--- src/rtl/dp_ram_param_if.sv ---
// Bus bundle for dp_ram_param: one write port, one read port and the
// read/write status returns. The master drives the requests; the slave
// (the RAM) drives the read data, qualifiers and the write error pulse.
//   wr_en/wr_addr/w_data/wr_be : write request, byte enables per 8 bits
//   rd_en/rd_addr              : read request
//   r_data/r_valid/r_err/r_uninit : read return and its qualifiers
//   wr_err                     : one-cycle out-of-range write pulse
interface dp_ram_param_if #(
    parameter int DATA_W = 8,
    parameter int ADDR_W = 5
);
    logic                  wr_en;
    logic [ADDR_W-1:0]     wr_addr;
    logic [DATA_W-1:0]     w_data;
    logic [DATA_W/8-1:0]   wr_be;
    logic                  rd_en;
    logic [ADDR_W-1:0]     rd_addr;
    logic [DATA_W-1:0]     r_data;
    logic                  r_valid;
    logic                  r_err;
    logic                  r_uninit;
    logic                  wr_err;

    modport master (
        output wr_en, wr_addr, w_data, wr_be, rd_en, rd_addr,
        input  r_data, r_valid, r_err, r_uninit, wr_err
    );

    modport slave (
        input  wr_en, wr_addr, w_data, wr_be, rd_en, rd_addr,
        output r_data, r_valid, r_err, r_uninit, wr_err
    );
endinterface

--- src/rtl/dp_ram_param.sv ---
// Parametrised simple dual-port RAM, single clock, with byte enables,
// selectable read/write collision behaviour, out-of-range flags and
// per-entry "never written" tracking.
//   clk : clock, everything on posedge
//   rst : asynchronous active-low reset (clears pipeline and written flags,
//         not the array)
//   bus : dp_ram_param_if slave modport (requests in, read return out)
// DATA_W must be a multiple of 8, 1 <= DEPTH <= 2**ADDR_W, RD_LAT is 1 or 2,
// WR_FIRST selects old-data (0) or bypassed new-data (1) on a collision.
module dp_ram_param #(
    parameter int DATA_W   = 8,
    parameter int ADDR_W   = 5,
    parameter int DEPTH    = 32,
    parameter int RD_LAT   = 1,
    parameter int WR_FIRST = 0
) (
    input  logic clk,
    input  logic rst,
    dp_ram_param_if.slave bus
);
    localparam int              NB      = DATA_W / 8;
    localparam logic [ADDR_W:0] DEPTH_L = (ADDR_W + 1)'(DEPTH);

    logic [DATA_W-1:0] mem [DEPTH];
    logic [DEPTH-1:0]  written;

    logic              wr_in_range, rd_in_range, wr_hit;
    logic              flag_old, flag_eff;
    logic [ADDR_W-1:0] wr_idx, rd_idx;
    logic [DATA_W-1:0] old_word, merged_word, rd_word, rd_data_c;
    logic              rd_uninit_c;

    logic              s1_valid, s1_err, s1_uninit;
    logic [DATA_W-1:0] s1_data;

    logic              src_valid, src_err, src_uninit;
    logic [DATA_W-1:0] src_data;

    logic              r_valid_q, r_err_q, r_uninit_q, wr_err_q;
    logic [DATA_W-1:0] r_data_q;

    // Read-side lookup. Out-of-range addresses are steered to entry 0 so the
    // array is never indexed past its end; the result is masked anyway.
    always_comb begin
        wr_in_range = {1'b0, bus.wr_addr} < DEPTH_L;
        rd_in_range = {1'b0, bus.rd_addr} < DEPTH_L;
        wr_idx      = wr_in_range ? bus.wr_addr : '0;
        rd_idx      = rd_in_range ? bus.rd_addr : '0;
        old_word    = mem[rd_idx];
        flag_old    = written[rd_idx];
        wr_hit      = bus.wr_en && wr_in_range && (bus.wr_addr == bus.rd_addr);

        merged_word = old_word;
        for (int b = 0; b < NB; b++) begin
            if (bus.wr_be[b]) merged_word[8*b +: 8] = bus.w_data[8*b +: 8];
        end

        // Read-first needs nothing special: the array and flags still hold
        // their pre-write values when sampled at the colliding edge.
        if (WR_FIRST != 0 && wr_hit) begin
            rd_word  = merged_word;
            flag_eff = flag_old | (|bus.wr_be);
        end else begin
            rd_word  = old_word;
            flag_eff = flag_old;
        end

        // Never expose stale contents of an unwritten or out-of-range entry.
        rd_data_c   = (rd_in_range && flag_eff) ? rd_word : '0;
        rd_uninit_c = rd_in_range && !flag_eff;
    end

    // Source of the output register: the lookup itself for RD_LAT=1, the
    // extra pipeline stage for RD_LAT=2.
    always_comb begin
        if (RD_LAT == 1) begin
            src_valid  = bus.rd_en;
            src_data   = rd_data_c;
            src_err    = bus.rd_en && !rd_in_range;
            src_uninit = bus.rd_en && rd_uninit_c;
        end else begin
            src_valid  = s1_valid;
            src_data   = s1_data;
            src_err    = s1_err;
            src_uninit = s1_uninit;
        end
    end

    // Array has no reset.
    always_ff @(posedge clk) begin
        if (bus.wr_en && wr_in_range) begin
            for (int b = 0; b < NB; b++) begin
                if (bus.wr_be[b]) mem[wr_idx][8*b +: 8] <= bus.w_data[8*b +: 8];
            end
        end
    end

    always_ff @(posedge clk or negedge rst) begin
        if (!rst) begin
            written    <= '0;
            wr_err_q   <= 1'b0;
            s1_valid   <= 1'b0;
            s1_err     <= 1'b0;
            s1_uninit  <= 1'b0;
            s1_data    <= '0;
            r_valid_q  <= 1'b0;
            r_err_q    <= 1'b0;
            r_uninit_q <= 1'b0;
            r_data_q   <= '0;
        end else begin
            if (bus.wr_en && wr_in_range && (|bus.wr_be)) written[wr_idx] <= 1'b1;
            wr_err_q   <= bus.wr_en && !wr_in_range;

            s1_valid   <= bus.rd_en;
            s1_data    <= rd_data_c;
            s1_err     <= bus.rd_en && !rd_in_range;
            s1_uninit  <= bus.rd_en && rd_uninit_c;

            r_valid_q  <= src_valid;
            r_err_q    <= src_err;
            r_uninit_q <= src_uninit;
            if (src_valid) r_data_q <= src_data;   // hold last value otherwise
        end
    end

    assign bus.r_data   = r_data_q;
    assign bus.r_valid  = r_valid_q;
    assign bus.r_err    = r_err_q;
    assign bus.r_uninit = r_uninit_q;
    assign bus.wr_err   = wr_err_q;
endmodule

--- src/flat_wrapper.sv ---
// flat-port wrapper written by rule: the top's interface ports become plain ports
module dp_ram_param_flat 
#(
    parameter int DATA_W   = 8,
    parameter int ADDR_W   = 5,
    parameter int DEPTH    = 32,
    parameter int RD_LAT   = 1,
    parameter int WR_FIRST = 0
)
  (clk, rst, bus_wr_en, bus_wr_addr, bus_w_data, bus_wr_be, bus_rd_en, bus_rd_addr, bus_r_data, bus_r_valid, bus_r_err, bus_r_uninit, bus_wr_err);
  dp_ram_param_if #(.DATA_W(DATA_W), .ADDR_W(ADDR_W)) bus_i ();
  input  logic clk;
  input  logic rst;
  input wire logic [$bits(bus_i.wr_en)-1:0] bus_wr_en;
  input wire logic [$bits(bus_i.wr_addr)-1:0] bus_wr_addr;
  input wire logic [$bits(bus_i.w_data)-1:0] bus_w_data;
  input wire logic [$bits(bus_i.wr_be)-1:0] bus_wr_be;
  input wire logic [$bits(bus_i.rd_en)-1:0] bus_rd_en;
  input wire logic [$bits(bus_i.rd_addr)-1:0] bus_rd_addr;
  output wire logic [$bits(bus_i.r_data)-1:0] bus_r_data;
  output wire logic [$bits(bus_i.r_valid)-1:0] bus_r_valid;
  output wire logic [$bits(bus_i.r_err)-1:0] bus_r_err;
  output wire logic [$bits(bus_i.r_uninit)-1:0] bus_r_uninit;
  output wire logic [$bits(bus_i.wr_err)-1:0] bus_wr_err;
  assign bus_i.wr_en = bus_wr_en;
  assign bus_i.wr_addr = bus_wr_addr;
  assign bus_i.w_data = bus_w_data;
  assign bus_i.wr_be = bus_wr_be;
  assign bus_i.rd_en = bus_rd_en;
  assign bus_i.rd_addr = bus_rd_addr;
  assign bus_r_data = bus_i.r_data;
  assign bus_r_valid = bus_i.r_valid;
  assign bus_r_err = bus_i.r_err;
  assign bus_r_uninit = bus_i.r_uninit;
  assign bus_wr_err = bus_i.wr_err;
  dp_ram_param #(.DATA_W(DATA_W), .ADDR_W(ADDR_W), .DEPTH(DEPTH), .RD_LAT(RD_LAT), .WR_FIRST(WR_FIRST)) u_core (.clk(clk), .rst(rst), .bus(bus_i));
endmodule
--- config.mk ---
export PLATFORM = sky130hd
export DESIGN_NAME = dp_ram_param_flat
export DESIGN_NICKNAME = d
export VERILOG_FILES = /design/src/rtl/dp_ram_param_if.sv /design/src/rtl/dp_ram_param.sv /design/src/flat_wrapper.sv
export SDC_FILE = /design/constraint.sdc
export NUM_CORES = 1
export LEC_CHECK = 0
export BUFFER_PORTS_ARGS = -buffer_cell sky130_fd_sc_hd__buf_2
export CAP_MARGIN = 20
export CORE_ASPECT_RATIO = 0.7
export CORE_MARGIN = 2
export CORE_UTILIZATION = 56
export CTS_BUF_LIST = sky130_fd_sc_hd__clkbuf_16
export DETAILED_ROUTE_END_ITERATION = 10
export GPL_TIMING_DRIVEN = 0
export PLACE_DENSITY = 0.76
export SETUP_SLACK_MARGIN = 0.4
export SYNTH_ARGS = -nofsm -noshare
export SYNTH_HDL_FRONTEND = slang
export SYNTH_SLANG_ARGS = --single-unit
--- constraint.sdc ---
create_clock -name clk -period 1.6 [get_ports clk]
set_input_delay 0.16 -clock clk [delete_from_list [all_inputs] [get_ports clk]]
set_output_delay 0.16 -clock clk [all_outputs]
set_load 0.005 [all_outputs]
# [After elaboration in Yosys (flattened, before gate mapping)]
# Memories as Yosys holds them, arrays and structs flattened.
# Index checks and enable logic that the tools add are counted.
[op_classes] n_lt_le_gt_ge=3 mux=8 bitwise=1 n_reduce_logical=4
[op_table] op="32-bit bitwise OR" n=1
[op_table] op="5-bit by 6-bit < comparator with 1-bit output (second input constant)" n=2
[op_table] op="8-bit 2-to-1 mux" n=1
[op_table] op="1-bit binary-select mux with 5-bit select" n=1
[op_table] op="1-bit demux with 5-bit select" n=1
[op_table] op="5-bit by 1-bit greater-or-equal comparator with 1-bit output (second input constant)" n=1
[op_table] op="1-bit 2-to-1 mux" n=5
[op_table] op="1-bit logical AND" n=3
[op_table] op="1-bit zero test" n=1
[totals] register_bits=42 mem_bits_rw=256 inputBits=23 out_inout_bits=12 elab_cells=21 memories=1
[mem_list] memory="u_core.mem" words=32 word_bits=8 read_ports=1 rd_ports_with_merged_regs=0 write_ports=1 line_no="dp_ram_param.sv:24" text="logic [DATA_W-1:0] mem [DEPTH];"

# [Depth between registers and ports, before layout]
# Gate-level depths: netlist of run 1.
[logic_depth] word_depth=5 ltp_mapped=8 mapped_depth_nobuf=5

# [Worst setup path after synthesis of run 1]
# No wires, ideal clock.
[synth_path] path_type="input -> register" from="in bus_rd_addr[0]" to="reg u_core.r_data_q[0] (netlist: u_core.bus.r_data[0])" setup_time_ps=127 t_arrival_ps=1644 slack_ps=-171 cell_stages=6 path_cell_list="buf_6 buf_4 mux4_2 mux4_2 mux2i_1 o2bb2ai_1"
[synth_between] elab_chain_cells=3
[synth_rtl] item="start, declared" line_no="flat_wrapper.sv:19" text="input wire logic [$bits(bus_i.rd_addr)-1:0] bus_rd_addr;"
[synth_rtl] item="1-bit binary-select mux with 5-bit select" line_no="dp_ram_param.sv:50" text="flag_old = written[rd_idx];"
[synth_rtl] item="1-bit 2-to-1 mux (implied by the code)" line_no="dp_ram_param.sv:50"
[synth_rtl] item="8-bit 2-to-1 mux (*)" line_no="dp_ram_param.sv:69" text="rd_data_c = (rd_in_range && flag_eff) ? rd_word : '0;"
[synth_rtl] item="end signal, assigned" line_no="dp_ram_param.sv:122" text="if (src_valid) r_data_q <= src_data;"
[synth_rtl] item="end, declared" line_no="dp_ram_param.sv:40" text="logic [DATA_W-1:0] r_data_q;"
# Mark *: on every way between the ends. The rest lies on a longest branch, timed or not. The select of a mux whose other input is x is not followed.
# A chain may end at the register's enable or synchronous reset.

# [Worst setup path after layout of run 1]
[layout_path] from="mem u_core.mem[15][0]" to="reg u_core.r_data_q[0] (netlist: u_core.bus.r_data[0])"
[layout_between] elab_chain_cells=2
[layout_rtl] item="start, declared" line_no="dp_ram_param.sv:24"
[layout_rtl] item="memory 32 x 8 bit"
[layout_rtl] item="8-bit 2-to-1 mux" line_no="dp_ram_param.sv:69"
# Every way passes these cells.

==> flow_summary_export.csv, run 1 <==
group,metric,value,unit
critical_path,path_common_cell,"mux4_2",
timing,report.final.slew_viol_count,0,
floorplanning,die_area,22120,sq um
floorplanning,rows,44,
synth,syn_inst,583,
finish,layout_common_cells,"256 x edfxtp_1, 76 x mux4_2, 42 x dfrtp_1",
synth,synth-edff-count,256,
critical_path,crit_type,"reg2reg",
timing,finalHoldViolCount,0,
placed_design,io_buffers,31,
timing,finalSetupViolations,8,
critical_path,cp.arrival,2.27,ns
detailed_routing,vias_per_cell,6.336,
timing,setup_ws,-0.2582,ns
synth,yosys_warnings,0,
timing,rsz0062_at_grt,"true",
pwr,p_per_area,1198,nW/um^2
grt,antenna_found_initial,0,
synth,seq_area_frac_synth,74.56,%
timing,max-slew-margin-rel,34.32,%
grt,grt_pass1_wl,40270,um
critical_path,crit_chain,"mux4_2, mux4_2, mux2i_2, o2bb2ai_1",
pwr,p_int,12.82,mW
timing,fin_skew,0.008922,ns
critical_path,slowest_stage,"mux4_2",
critical_path,crit_path_start_kind,"flop",
clocking,htree_num_levels,1,
synth,async_flop_share,14.09,%
placed_design,dp_hpwl,17140,um
clocking,cts_buffers,28,
outcome,failed_checks,"negative setup slack",
placed_design,globalplace.congestion,0.9374,
pwr,ir_drop,0.001072,V
critical_path,cp.required,2.01,ns
pwr,p_switching,3.545,mW
clocking,clk_path_buf_depth,3,
grt,grt_pass1_vias,6241,
outcome,status,"finished, violations left",
floorplanning,coreArea,20640,sq um
grt,use_met2,37.84,%
flow_run,drv_cap,0,
grt,gr-max-usage-layer,"met1",
synth,ys_ff_latch,298,
grt,grt_max_degree,43,
floorplanning,pin_count,35,
critical_path,critical-path-max-stage-delay,0.54,ns
detailed_routing,ant_nets,0,
detailed_routing,vias,6076,
timing,fin_crit,1.858,ns
grt,grt_usage,25.63,%
timing,clock.fmax,538.1,MHz
finish,layout-drive-gt1-share,38.51,%
synth,synth_area,11720,sq um
finish,nNetsFinal,684,
detailed_routing,wl_per_cell,28.18,um
pwr,combPwrFrac,7.5,%
grt,grt_overflow,0,
floorplanning,die_h,125.0,um
synth,synth-main-ff-cell,"edfxtp_1",
clocking,path_clk_slew,0.06,ns
critical_path,worstSetupEndpointType,"flop",
detailed_routing,wirelength,27020,um
synth,syn_area_per_cell,20.10,sq um
finish,final_core_util,66.15,%
clocking,cts_root_buffer,"clkbuf_16",
timing,fin_crit_sh,116.1,%
worst_hold_path,hold_class,"in2reg",
floorplanning,initial_utilization,56.77,%
critical_path,cp_top_family,"multiplexers",
pwr,sw_frac_of_total,21.66,%
critical_path,crit_fanout,1,
synth,ys_types,34,
pwr,pwr-share-clk,38.8,%
critical_path,cp.buffers_inverters,0,
clocking,worstSkewPairLatency,0.53,ns
timing,worstMarginPinSlew,0.9853,ns
clocking,cts_num_sinks,298,
detailed_routing,dr.pass1.iters,5,
detailed_routing,drt_iter0_drc,827,
pwr,cellLeakagePower,4.628,nW
grt,grtUsageMet1,38.47,%
floorplanning,fp.dieW,176.9,um
timing,holdWs,0.06985,ns
pwr,seqPwrFrac,53.7,%
placed_design,place_ws,-1.109,ns
finish,syn2layout_area_growth,16.52,%
finish,n_antenna_cell,0,
grt,grt_util_met3,6.569,%
detailed_routing,drcViolationCount,0,
clocking,cts_tree,"built",
timing,tns,-1.150,ns
finish,final_common_cell,"edfxtp_1",
[state kept, by name, summed over array words and instances, names as in the netlist]
name / cells
u_core.written: 32
u_core.mem: 256
u_core.bus.r_uninit: 1
u_core.bus.r_data: 8
u_core.bus.r_valid: 1
[Yosys cell counts, drive strengths merged (4+ instances only)]
master | n | area (sq um)
nand2 | 18 | 67.56
nand3 | 16 | 80.08
a22oi | 4 | 30.03
clkbuf | 8 | 30.03
buf | 20 | 142.6
a211oi | 4 | 30.03
mux2i | 25 | 250.2
dfrtp | 42 | 1051
or2 | 32 | 200.2
edfxtp | 256 | 7687
mux4 | 76 | 1712
o2bb2ai | 7 | 61.31
nor2 | 41 | 153.9
[layer usage]
layer,vias up,wire [um]
met5,-,0
met2,320,12310
met4,0,855
met1,3169,11170
li1,2529,-
met3,58,2680
[area by class of cell]
cell class / instances / area, sq um
repair buffers: 47 / 317.8
clock inverters: 23 / 161.4
inverters: 4 / 16.27
plain buffers: 28 / 240.2
well taps: 276 / 345.3
clock buffers: 29 / 725.7
fillers: 1332 / 6989
flip-flops and latches: 298 / 8738
multi-input cells: 254 / 3110
[power by group through the flow]
stage / Combinational (mW) / Sequential (mW) / Clock, mW
final: 1.23 / 8.78 / 6.35
after global routing: 1.31 / 8.79 / 6.74
after CTS: 1.20 / 8.77 / 6.41
after detailed placement: 1.13 / 8.93 / 0
after global placement: 1.09 / 8.92 / 0
after floorplan: 0.705 / 8.90 / 0
[final timing paths]
kind / start / to / slack (ns) / depth (start not counted)
max: u_core.mem[15][0] / u_core.bus.r_data[0] / -0.26 / 4
min: bus_rd_en / u_core.bus.r_uninit / 0.07 / 3
max reg2reg: u_core.mem[15][0] / u_core.bus.r_data[0] / -0.26 / 4
min reg2reg: u_core.written[29] / u_core.written[29] / 0.47 / 1
max in group asynchronous: rst / u_core.written[6] / 0.66 / 2
min in group asynchronous: rst / u_core.bus.r_data[0] / 0.33 / 2
[logic make-up (layout without fill, tap and decap cells)]
kind of cell | Yosys count | in the layout | synth area share [%]
other | 1 | 2 | 0.03200
multiplexers | 101 | 101 | 16.74
buffers and inverters | 32 | 131 | 1.601
AO/OA/AOI/OAI | 29 | 29 | 1.900
AND/OR/NAND/NOR | 122 | 122 | 5.167
flip-flops | 298 | 298 | 74.56
[what timing repair did]
item	4_1_cts	5_1_grt
resized for setup	17	13
endpoints found under the setup margin	162	35
pin swaps	8	5
buffers inserted	12	2
hold buffers	2	0
endpoints found under the hold margin	44	0
[tightest hold or removal path: stages]
cell	delay, ns
buf_2	0.11
clkinv_1	0.18
nor2_1	0.11
[per-stage QoR]
stage	cells	power [mW]	cell area (sq um)
after floorplan	584	9.603	12000
after global placement	891	10.01	12500
after detailed placement	891	10.06	12500
after CTS	957	16.38	13600
after global routing	959	16.84	13660
final	959	16.36	13660
No activity file was read; power rests on OpenSTA's default activity.
==> inputs of run 2 (changes only) <==
- ABC_AREA: default -> 1
- CORE_UTILIZATION: 56 -> 65
- PLACE_DENSITY: 0.76 -> 0.83
- clock period: 1.6 -> 2.4 ns (I/O delays scaled with it)
==> run 2 against run 1 <==
The run now ends clean. Non-clock buffer count up 19. Sequential share of layout area down 1.8 points. Final cell count up 63%. Clock skew up 0.0064 ns. Final area up 2.9%. Core utilization up 7.7 points. Sequential power down 33%. Count of clock-buffer cells in the layout down 1. First-iteration DRC count up 100%. Via count up 53%. Register-to-register slack better by 1.1 ns. Global-route usage up 9.3 points.
==> flow_summary_export.csv, run 2 <==
group,metric,value,unit
outcome,status,"complete, no violations",
finish,layout_common_cells,"437 x nand2_1, 256 x edfxtp_1, 188 x nand3_1",
critical_path,cp.arrival,1.81,ns
finish,layout-drive-gt1-share,11.25,%
synth,synth-edff-count,256,
critical_path,worstSetupEndpointType,"flop",
critical_path,crit_chain,"buf_2, nand2_1, inv_1, nand3_1, nor2_1",
floorplanning,initial_utilization,66.56,%
placed_design,dpl_cell_area,13130,sq um
clocking,cts_root_buffer,"clkbuf_16",
clocking,clk_path_buf_depth,3,
synth,synthTopCellsByCount,"437 x nand2_1, 256 x edfxtp_1, 188 x nand3_1",
detailed_routing,wl_met2,15140,um
timing,setup_ws,0.7485,ns
clocking,path_clk_slew,0.06,ns
critical_path,rr_endpoint,"u_core.bus.r_data[6]",
critical_path,cp.required,2.56,ns
detailed_routing,wl_per_cell,22.34,um
detailed_routing,wl_met1,13690,um
clocking,cts_setup_buffers,0,
synth,yosys_warnings,0,
detailed_routing,ant_nets,0,
synth,ys_types,18,
timing,fin_skew,0.01528,ns
synth,syn_inst,1216,
pwr,ir_drop,0.0005487,V
grt,grt_max_degree,43,
floorplanning,pin_count,35,
placed_design,place_ws,0.2836,ns
timing,report.final.slew_viol_count,0,
grt,antenna_found_initial,0,
detailed_routing,wirelength,34890,um
floorplanning,coreArea,19020,sq um
synth,ys_ff_latch,298,
grt,grt_usage,34.96,%
critical_path,reg2reg_depth,10,
finish,nNetsFinal,1301,
synth,syn_area_per_cell,10.41,sq um
clocking,cts_tree,"built",
synth,yosysTopAreaCellShare,60.71,%
timing,finalSetupViolations,0,
finish,regMostFlops,"u_core.mem",
finish,final_common_cell,"nand2_1",
critical_path,crit_path_start_kind,"primary input",
clocking,worstSkewPairLatency,0.55,ns
detailed_routing,drt_iter0_drc,1695,
grt,grt_pass1_wl,51740,um
detailed_routing,wl_met3,5057,um
placed_design,numPlacedInstances,1508,
synth,yosysTopAreaCell,"edfxtp_1",
finish,n_antenna_cell,0,
floorplanning,die_h,120.8,um
synth,synth-main-ff-cell,"edfxtp_1",
grt,grt_overflow,0,
floorplanning,die_area,20630,sq um
timing,worstMarginPinSlew,1.193,ns
clocking,cts_resized,0,
finish,final_area,14050,sq um
synth,post-synth-top-count-cell,"nand2_1",
pwr,p_per_area,785.1,nW/um^2
timing,finalHoldViolCount,0,
clocking,cts_num_sinks,298,
finish,syn2layout_area_growth,10.98,%
detailed_routing,vias_per_cell,5.969,
synth,ys_top_cells_by_area,"edfxtp_1 61%, nand2_1 13%, dfrtp_1 8.3%",
detailed_routing,top_layer,"met4",
synth,synth_area,12660,sq um
floorplanning,fp.dieW,170.8,um
critical_path,rrSetupSlack,0.88,ns
clocking,cts_buffers,27,
finish,largest_reg_flops,256,
detailed_routing,drcViolationCount,0,
finish,final_cells,1562,
clocking,htree_num_levels,1,
timing,rsz0062_at_grt,"false",
pwr,p_total,11.03,mW
timing,max-slew-margin-rel,20.17,%
timing,fin_crit,1.652,ns
worst_hold_path,hold_class,"in2async",
floorplanning,rows,42,
placed_design,dp_hpwl,22880,um
synth,async_flop_share,14.09,%
placed_design,io_buffers,27,
synth,seq_area_frac_synth,69.01,%
critical_path,crit_fanout,9,
grt,grt_pass1_vias,8761,
timing,tns,0,ns
flow_run,drv_cap,0,
critical_path,crit_type,"in2reg",
detailed_routing,dr.pass1.iters,5,
timing,clock.fmax,605.5,MHz
critical_path,cp_top_family,"simple AND/OR/NAND/NOR gates",
critical_path,critical-path-max-stage-delay,1.02,ns
pwr,cellLeakagePower,6.027,nW
placed_design,globalplace.congestion,0.9919,
critical_path,slowest_stage,"nor2_1",
critical_path,r2r_start,"u_core.written[1]",
timing,fin_crit_sh,68.81,%
critical_path,cp.buffers_inverters,2,
detailed_routing,vias,9324,
## run 2: changes by cell type after synthesis, sizes merged, moves of 6 or more
cell / previous run / this run
nand2: 18 / 438
mux2i: 25 / 0
mux4: 76 / 0
o21ai: 2 / 8
nor2: 41 / 49
clkbuf: 8 / 15
o211ai: 0 / 16
nand3: 16 / 188
o2bb2ai: 7 / 0
inv: 2 / 120
buf: 20 / 47
## run 2: metrics by stage
stage | hold WS [ns] | util, %
2_1_floorplan | -0.05559 | -
3_3_place_gp | 0.3656 | 69.03
3_5_place_dp | 0.3693 | 69.03
6_report | 0.1142 | 73.87
4_1_cts | 0.1474 | 73.68
5_1_grt | 0.1327 | 73.87
## run 2: worst max-delay path by stage
stage | startpoint | endpoint | cells after the start
finish | bus_wr_en | u_core.mem[3][3] | 5
global route | bus_wr_en | u_core.mem[3][7] | 5
CTS | bus_wr_en | u_core.mem[2][1] | 5
detailed placement | bus_wr_en | u_core.mem[2][7] | 5
global placement | bus_wr_en | u_core.mem[2][7] | 5
floorplan | bus_rd_addr[0] | u_core.bus.r_data[2] | 13
## run 2: power by group
part           switching (mW)  internal (mW)
logic                   0.631          0.281
registers              0.0637           5.77
clock network            1.86           2.42
total                    2.56           8.48
## run 2: routing by layer
layer | up-vias | track usage (%)
met2 | 707 | 50.94
met1 | 4424 | 53.33
met5 | - | 0
li1 | 4110 | -
met3 | 83 | 7.430
met4 | 0 | 11.18
## run 2: worst reg2reg max path, stage by stage (launching register included)
cell and delay [ns]:
dfrtp_1 0.38, nand2_1 0.07, nand3_1 0.07, nand3_1 0.14, nand2_1 0.07, nand2_1 0.06
nand2_1 0.17, nand2_1 0.13, nand2_2 0.15, nand3_1 0.14, nand2_1 0.06
## run 2: layout make-up
type	count	area, sq um
Multi-Input combinational cell	733	3139
Clock inverter	21	165.2
Inverter	124	465.4
Timing Repair Buffer	32	190.2
Sequential cell	298	8738
Fill cell	1315	4971
Buffer	62	322.8
Clock buffer	28	700.7
Tap cell	264	330.3
## run 2: cells by family after synthesis
logic type,synth area share [%]
flip-flops,69.01
AND/OR/NAND/NOR,23.47
AO/OA/AOI/OAI,1.265
buffers and inverters,6.225
other,0.02962
## run 2: timing repair
action	4_1_cts	5_1_grt
hold buffers	2	0
setup endpoints to repair	0	0
endpoints found under the hold margin	43	0
==> inputs of run 3 (changes only) <==
- CORE_UTILIZATION: 65 -> 56
- PLACE_DENSITY: 0.83 -> 0.76
- clock period: 2.4 -> 1.4 ns (I/O delays scaled with it)
==> run 3 against run 2 <==
Core utilization down 4.6 points. Final cell count rose by 3.5%. Global-route usage down 3.5 points. Worst hold slack got worse by 0.074 ns. The run now ends with negative setup slack left. First-iteration DRC count down 28%. Critical path type unchanged. Combinational power is 100% higher. Critical path depth up 5. Power grew 75%. Clock power rose by 75%.
==> flow_summary_export.csv, run 3 (synthesized netlist as in run 2, its figures left out) <==
group,metric,value,unit
grt,grtUsageMet1,46.53,%
worst_hold_path,hold_class,"in2async",
pwr,cellLeakagePower,6.366,nW
floorplanning,coreArea,21960,sq um
pwr,seqPwrFrac,51.8,%
detailed_routing,wl_per_cell,23.03,um
critical_path,crit_fanout,10,
critical_path,path_common_cell,"nand2_1",
floorplanning,fp.dieW,183.7,um
timing,setup_ws,-0.002536,ns
timing,rsz0062_at_grt,"true",
critical_path,worstSetupEndpointType,"flop",
critical_path,startpoint,"bus_rd_addr[2]",
finish,layout-drive-gt1-share,21.36,%
grt,grt_overflow,0,
critical_path,crit_path_start_kind,"primary input",
timing,finalSetupViolations,1,
pwr,p_int,14.71,mW
placed_design,dp_hpwl,23830,um
timing,report.final.slew_viol_count,0,
floorplanning,initial_utilization,57.66,%
placed_design,io_buffers,27,
placed_design,globalplace.congestion,0.9405,
grt,use_met2,46.39,%
flow_run,drv_cap,0,
detailed_routing,wirelength,37240,um
grt,grt_pass1_wl,53610,um
pwr,ir_drop,0.001163,V
clocking,cts_buffers,28,
detailed_routing,ant_nets,0,
clocking,clk_path_buf_depth,3,
floorplanning,die_area,23850,sq um
critical_path,cp.required,1.88,ns
timing,max-slew-margin-rel,46.00,%
floorplanning,pin_count,35,
grt,antenna_found_initial,1,
critical_path,critical-path-max-stage-delay,0.34,ns
grt,gr-max-usage-layer,"met1",
detailed_routing,vias_per_cell,5.805,
finish,fillCellCount,1545,
clocking,worstSkewPairLatency,0.55,ns
pwr,sw_frac_of_total,23.91,%
pwr,combPwrFrac,9.5,%
floorplanning,rows,45,
outcome,status,"finished, violations left",
finish,largest_reg_flops,256,
detailed_routing,drcViolationCount,0,
critical_path,r2r_start,"u_core.written[0]",
critical_path,cp.arrival,1.88,ns
critical_path,crit_type,"in2reg",
timing,fin_crit,1.403,ns
grt,grt_pass1_vias,8734,
finish,layout_common_cells,"422 x nand2_1, 256 x edfxtp_1, 142 x nand3_1",
outcome,failed_checks,"negative setup slack",
grt,grt_util_met3,7.061,%
timing,worstMarginPinSlew,0.8100,ns
timing,fin_skew,0.02025,ns
detailed_routing,drt_iter0_drc,1221,
placed_design,place_ws,-0.6470,ns
pwr,p_switching,4.623,mW
finish,final_common_cell,"nand2_1",
detailed_routing,vias,9386,
finish,nNetsFinal,1335,
finish,syn2layout_area_growth,20.12,%
critical_path,crit_chain,"buf_2, clkinv_2, clkbuf_2, nand3_1, nand3_2, nand2_1, nand2_1, nand2_1, nand3_2, nand2_1",
pwr,p_total,19.33,mW
finish,regMostFlops,"u_core.mem",
timing,finalHoldViolCount,0,
floorplanning,die_h,129.8,um
pwr,p_per_area,1271,nW/um^2
grt,grt_max_degree,43,
clocking,cts_tree,"built",
timing,clock.fmax,713.0,MHz
clocking,cts_num_sinks,298,
clocking,cts_root_buffer,"clkbuf_16",
critical_path,slowest_stage,"buf_2",
detailed_routing,dr.pass1.iters,5,
pwr,pwr-share-clk,38.7,%
clocking,htree_num_levels,1,
clocking,path_clk_slew,0.07,ns
timing,fin_crit_sh,100.2,%
grt,grt_usage,31.49,%
-- run 3: cell types whose count changed in the layout (fill, tap and decap cells not counted), sizes merged --
cell and delta:
buf +31, bufinv -1, clkbuf +2, clkinv -1, clkinvlp +5, diode +1
inv -2, nand2 +1, nor2 +1
-- run 3: timing repair --
item / 4_1_cts / 5_1_grt
hold endpoints to repair: 43 / 42
gates resized for setup: 97 / 43
gates cloned: 1 / 1
pin swaps: 36 / 34
endpoints found under the setup margin: 307 / 251
hold buffers: 1 / 1
setup buffers: 28 / 5
-- run 3: worst max-delay path, delay by kind of cell --
kind / cells / cell delay [ns]
and+or+nand+nor: 7 / 0.76
buffers and inverters: 3 / 0.96
-- run 3: metrics by stage --
stage	instances	setup TNS (ns)	area [sq um]	hold slack (ns)	utilization, %
2_1_floorplan	1217	0	12740	-0.1556	-
3_3_place_gp	1526	-133.87	13230	0.2628	60.24
3_5_place_dp	1526	-145.42	13230	0.2704	60.24
4_1_cts	1608	0	14930	-0.1934	67.99
5_1_grt	1616	-0.5068	15210	0.05063	69.25
6_report	1617	-0.002536	15210	0.03981	69.27
-- run 3: area by class of cell --
type	count	area, sq um	area share, %
flip-flops and latches	298	8738	57.45
clock buffers	30	750.7	4.936
multi-input cells	735	3757	24.70
well taps	282	352.8	2.320
repair buffers	63	623.1	4.097
inverters	124	474.2	3.118
clock inverters	22	157.7	1.037
plain buffers	62	352.8	2.320
diodes	1	2.502	0.01645
-- run 3: worst paths after layout --
check / slack [ns] / endpoint / cells past startpoint
worst min-delay path: 0.04 / u_core.written[8] / 2
worst min register to register: 0.46 / u_core.bus.r_data[1] / 2
max in group asynchronous: 0.83 / u_core.bus.r_data[1] / 3
worst max-delay path: -0.003 / u_core.bus.r_data[4] / 10
worst max register to register: -0.003 / u_core.bus.r_data[1] / 10
min in group clk: 0.07 / u_core.bus.r_data[6] / 5
-- run 3: power by group through the flow --
stage               Sequential (mW)  Combinational, mW  Clock (mW)
detailed placement             10.2               1.54           0
global placement               10.2               1.51           0
CTS                            10.0               1.68        7.50
finish                         10.0               1.83        7.48
floorplan                      10.2              0.903           0
global route                   10.0               1.97        7.90
-- run 3: routing by layer --
layer,wire length [um],share of wire (%)
met1,15570,42
met2,15890,43
met3,4408,12
met4,1377,3.7
met5,0,0
